==> config.mk <==
export PLATFORM = sky130hd
export DESIGN_NAME = multicycle_controller
export DESIGN_NICKNAME = d
export VERILOG_FILES = /design/src/rtl/multicycle_controller.sv
export SDC_FILE = /design/constraint.sdc
export NUM_CORES = 1
export LEC_CHECK = 0
export ABC_AREA = 1
export CAP_MARGIN = 10
export CORE_MARGIN = 2
export CORE_UTILIZATION = 41
export CTS_CLUSTER_DIAMETER = 30
export DETAILED_ROUTE_END_ITERATION = 12
export PLACE_DENSITY = 0.85
export SYNTH_ARGS = -nofsm -noshare
export SYNTH_HDL_FRONTEND = slang
export SYNTH_SLANG_ARGS = --single-unit
==> constraint.sdc <==
create_clock -name clk -period 4 [get_ports clk]
set_clock_uncertainty 0.2 [all_clocks]
set_input_delay 0.4 -clock clk [delete_from_list [all_inputs] [get_ports clk]]
set_output_delay 0.4 -clock clk [all_outputs]
set_load 0.01 [all_outputs]
==> src/rtl/multicycle_controller.sv <==
// Multi-cycle fetch/decode/execute/write-back sequencer for the
// 16-bit accumulator CPU, with fetch timeout, illegal-op and halt.
module multicycle_controller #(
  parameter int DATA_W  = 16,
  parameter int TIMEOUT = 15
) (
  input  logic              clk,
  input  logic              rst,
  input  logic              start,
  input  logic              mem_ack,
  input  logic [3:0]        opcode,
  input  logic [DATA_W-1:0] reg1_data,
  output logic              mem_req,
  output logic              ir_load,
  output logic              pc_load,
  output logic              pc_sel,
  output logic [2:0]        alu_com,
  output logic              w_en,
  output logic              busy,
  output logic              illegal,
  output logic              err
);

  localparam int CW = $clog2(TIMEOUT + 1);

  typedef enum logic [2:0] {
    S_IDLE,
    S_FETCH,
    S_DECODE,
    S_EXEC,
    S_WB,
    S_ERROR
  } state_t;

  state_t        state_q;
  state_t        state_d;
  logic [CW-1:0] cnt_q;
  logic [CW-1:0] cnt_d;
  logic [2:0]    alu_com_q;
  logic [2:0]    alu_com_d;

  logic op_nop;
  logic op_alu;
  logic op_brz;
  logic op_halt;
  logic op_ill;
  logic brz_taken;
  logic fetch_last;

  // Opcode classes; everything not otherwise defined is illegal
  always_comb begin
    op_nop    = (opcode == 4'd0);
    op_alu    = (opcode >= 4'd1) && (opcode <= 4'd8);
    op_brz    = (opcode == 4'd12);
    op_halt   = (opcode == 4'd15);
    op_ill    = !(op_nop || op_alu || op_brz || op_halt);
    brz_taken = (reg1_data == '0);
    fetch_last = (cnt_q == CW'(TIMEOUT - 1));
  end

  // State, timeout counter and ALU command registers
  always_ff @(posedge clk or posedge rst) begin
    if (rst) begin
      state_q   <= S_IDLE;
      cnt_q     <= '0;
      alu_com_q <= '0;
    end else begin
      state_q   <= state_d;
      cnt_q     <= cnt_d;
      alu_com_q <= alu_com_d;
    end
  end

  // Next-state, counter and ALU command update
  always_comb begin
    state_d   = state_q;
    cnt_d     = '0;
    alu_com_d = alu_com_q;
    unique case (state_q)
      S_IDLE: begin
        if (start) state_d = S_FETCH;
      end
      S_FETCH: begin
        if (mem_ack) begin
          state_d = S_DECODE;
        end else if (fetch_last) begin
          state_d = S_ERROR;
        end else begin
          cnt_d = cnt_q + 1'b1;
        end
      end
      S_DECODE: begin
        unique case (1'b1)
          op_alu: begin
            alu_com_d = opcode[2:0] - 3'd1;
            state_d   = S_EXEC;
          end
          op_halt: state_d = S_IDLE;
          default: state_d = S_FETCH;
        endcase
      end
      S_EXEC:  state_d = S_WB;
      S_WB:    state_d = S_FETCH;
      S_ERROR: state_d = S_ERROR;
      default: state_d = S_IDLE;
    endcase
  end

  // Strobes and status decoded from the current state
  always_comb begin
    mem_req = 1'b0;
    ir_load = 1'b0;
    pc_load = 1'b0;
    pc_sel  = 1'b0;
    w_en    = 1'b0;
    busy    = 1'b0;
    illegal = 1'b0;
    err     = 1'b0;
    unique case (state_q)
      S_IDLE: ;
      S_FETCH: begin
        busy    = 1'b1;
        mem_req = 1'b1;
        ir_load = mem_ack;
      end
      S_DECODE: begin
        busy = 1'b1;
        unique case (1'b1)
          op_alu:  ;
          op_halt: ;
          op_brz: begin
            pc_load = 1'b1;
            pc_sel  = brz_taken;
          end
          op_ill: begin
            illegal = 1'b1;
            pc_load = 1'b1;
          end
          default: pc_load = 1'b1;
        endcase
      end
      S_EXEC: busy = 1'b1;
      S_WB: begin
        busy    = 1'b1;
        w_en    = 1'b1;
        pc_load = 1'b1;
      end
      S_ERROR: err = 1'b1;
      default: ;
    endcase
  end

  assign alu_com = alu_com_q;

endmodule

==> qor.csv <==
metric,value,unit
Mean Syn Cell Area,7.73,um2
peak supply drop,413,uV
fin crit share,69.7,%
Setup Buffers After CTS,0,
Setup WS post-layout,1.21,ns
most frequent cell after synthesis,nor2_1,
Die Area,2020,um2
Max Buffers Root-to-Sink,2,
RSZ-0062 raised after global routing,false,
routed via count,677,
DR pass1 iterations,1,
Syn Std Cell Area,688,um2
Antenna Nets Post-Route,0,
critical path capture point type,output pin,
CP endpoint,pc_load,
Worst EP required,3.40,ns
syn nets,118,
relative slew slack,74.7,%
Setup crit start,opcode[0],
Worst setup SP type,primary input,
Max-Cap Viols,0,
static leakage,0.500,nW
Setup TNS Final,0,ns
Yosys top cell by area,dfrtp_1,
CTS Buf Count,3,
Worst-Margin Slew,0.379,ns
vias in the first global route,660,
# fillers,129,
Max Slew Vio Count,0,
Clock transition at path regs,0.07,ns
CTS tree,built,
Worst Setup Path Type,primary input to output pin,
Commonest cells post-synth,"nor2_1, inv_1, dfrtp_1",
Post-synth EDFFs,0,
Pwr Density,506,nW/um2
min cycle time layout,2.79,ns
final setup fails,0,
Rows,14,
gpl congestion,0.787,
Final Hold Fails,0,
cells after synthesis,89,
total global routing track utilization,17.9,%
Area Growth Syn to Fin,57.6,%
initial antenna violation count,0,
placed cell areas,1050,um2
cells on worst reg2reg path,6,
drt via density,4.73,
Post-Route WL,1580,um
Pwr Total,0.549,mW
Critical R2R Launch,state_q[1],
# hold bufs at CTS,0,
Achievable Freq,358,MHz
Worst Path Max Fanout,4,
status,completed,
post-route cell area,1080,um2
core area,1540,um2
routed len/inst,11.0,um
Yosys reg bits,10,
post_cts resized,0,
first-pass GRT wire length,2700,um
hpwl dp,1390,um
proportion of layout cells with a drive suffix above 1,10.2,%
Die W,45.0,um
CTS Sinks,10,
synth unique cells,23,
drt initial violations,0,
# IOs,35,
CTS H-tree lvls,1,
ANT cells,0,
DRC,0,
# port buffers,34,
Post-Place Setup Slack,1.20,ns
nets,157,
Initial Util,44.6,%
R2R Path End,state_q[2],
"Clk Latency, worst-skew pair",0.27,ns
Worst Path Arrival,2.19,ns
Die Span Y,45.0,um
Min-Delay Path Class,primary input to async pin,
flop2flop setup slack,2.64,ns
largest net degree at the start of global routing,11,
top post-synthesis cells by area,"dfrtp_1, nor2_1, ha_1",
ys flop type,dfrtp_1,
hold slack,0.201,ns
area share of the largest cell type after synthesis,36.4,%
sequential area share after synthesis,36.4,%
ys async rst share,100,%
number of warnings issued by yosys,0,
root buffer cell,clkbuf_4,
grt ovf,0,
## registers in the layout (all words and copies together) (netlist names)
signal / cells
state_q: 3
cnt_q: 4
alu_com: 3
## cell families (layout without fill, tap and decap cells)
logic type	count (synthesis)	count (layout)	share of synthesized area [%]
simple gates	43	43	31.6
buf+inv	15	53	8.18
compound gates	12	12	9.64
flops	10	10	36.4
fa+ha+maj	5	5	9.09
xor+xnor	4	4	5.09
## cell usage in the layout (no fill, tap or decap), types with 2 or more instances in the layout
master	n
clkdlybuf4s50_1	34
nor2_1	20
inv_1	13
dfrtp_1	10
nand2_1	9
ha_1	5
nand3_1	4
o21ai_1	4
o21ai_0	3
clkbuf_4	3
nor3_1	2
inv_2	2
nand3_2	2
xnor2_1	2
xor2_1	2
a21oi_1	2
## metal layers
layer	part of all wire (%)	vias up	GRT usage [%]
met4	0.51	0	3.53
met5	0	-	0
met1	42	296	22.3
li1	-	363	-
met3	4.6	2	4.80
met2	53	16	31.1
## worst max-delay path, stage by stage
cell and delay, ns:
clkdlybuf4s50_1 0.54, inv_1 0.06, ha_1 0.22, inv_1 0.10
o21ai_1 0.12, nand2_1 0.09, nand2_1 0.05, o21ai_0 0.07
clkdlybuf4s50_1 0.55
## final cells by class
class	instances	area, um2	area share, %
Multi-Input combinational cell	64	382	35.2
Timing Repair Buffer	34	340	31.4
Sequential cell	10	250	23.1
Inverter	15	56.3	5.19
Clock buffer	4	36.3	3.34
Tap cell	16	20.0	1.85
## report_power, final
group / leakage [nW] / internal [mW] / total (mW) / switching (mW)
logic: 0.349 / 0.152 / 0.287 / 0.136
registers: 0.130 / 0.134 / 0.172 / 0.0382
clock network: 0.0210 / 0.0553 / 0.0896 / 0.0343
## per-stage QoR
step	utilization, %	instances
global route	70.4	143
CTS	70.4	143
floorplan	-	89
global placement	68.0	139
finish	70.4	143
detailed placement	68.0	139
## how the worst min path moves through the flow
stage / endpoint / depth (start not counted)
after floorplan: alu_com[0] / 1
after global placement: cnt_q[0] / 1
after detailed placement: alu_com[0] / 2
after CTS: state_q[0] / 2
after global routing: state_q[0] / 2
final: cnt_q[3] / 2
(Power assumes the default switching activity.)
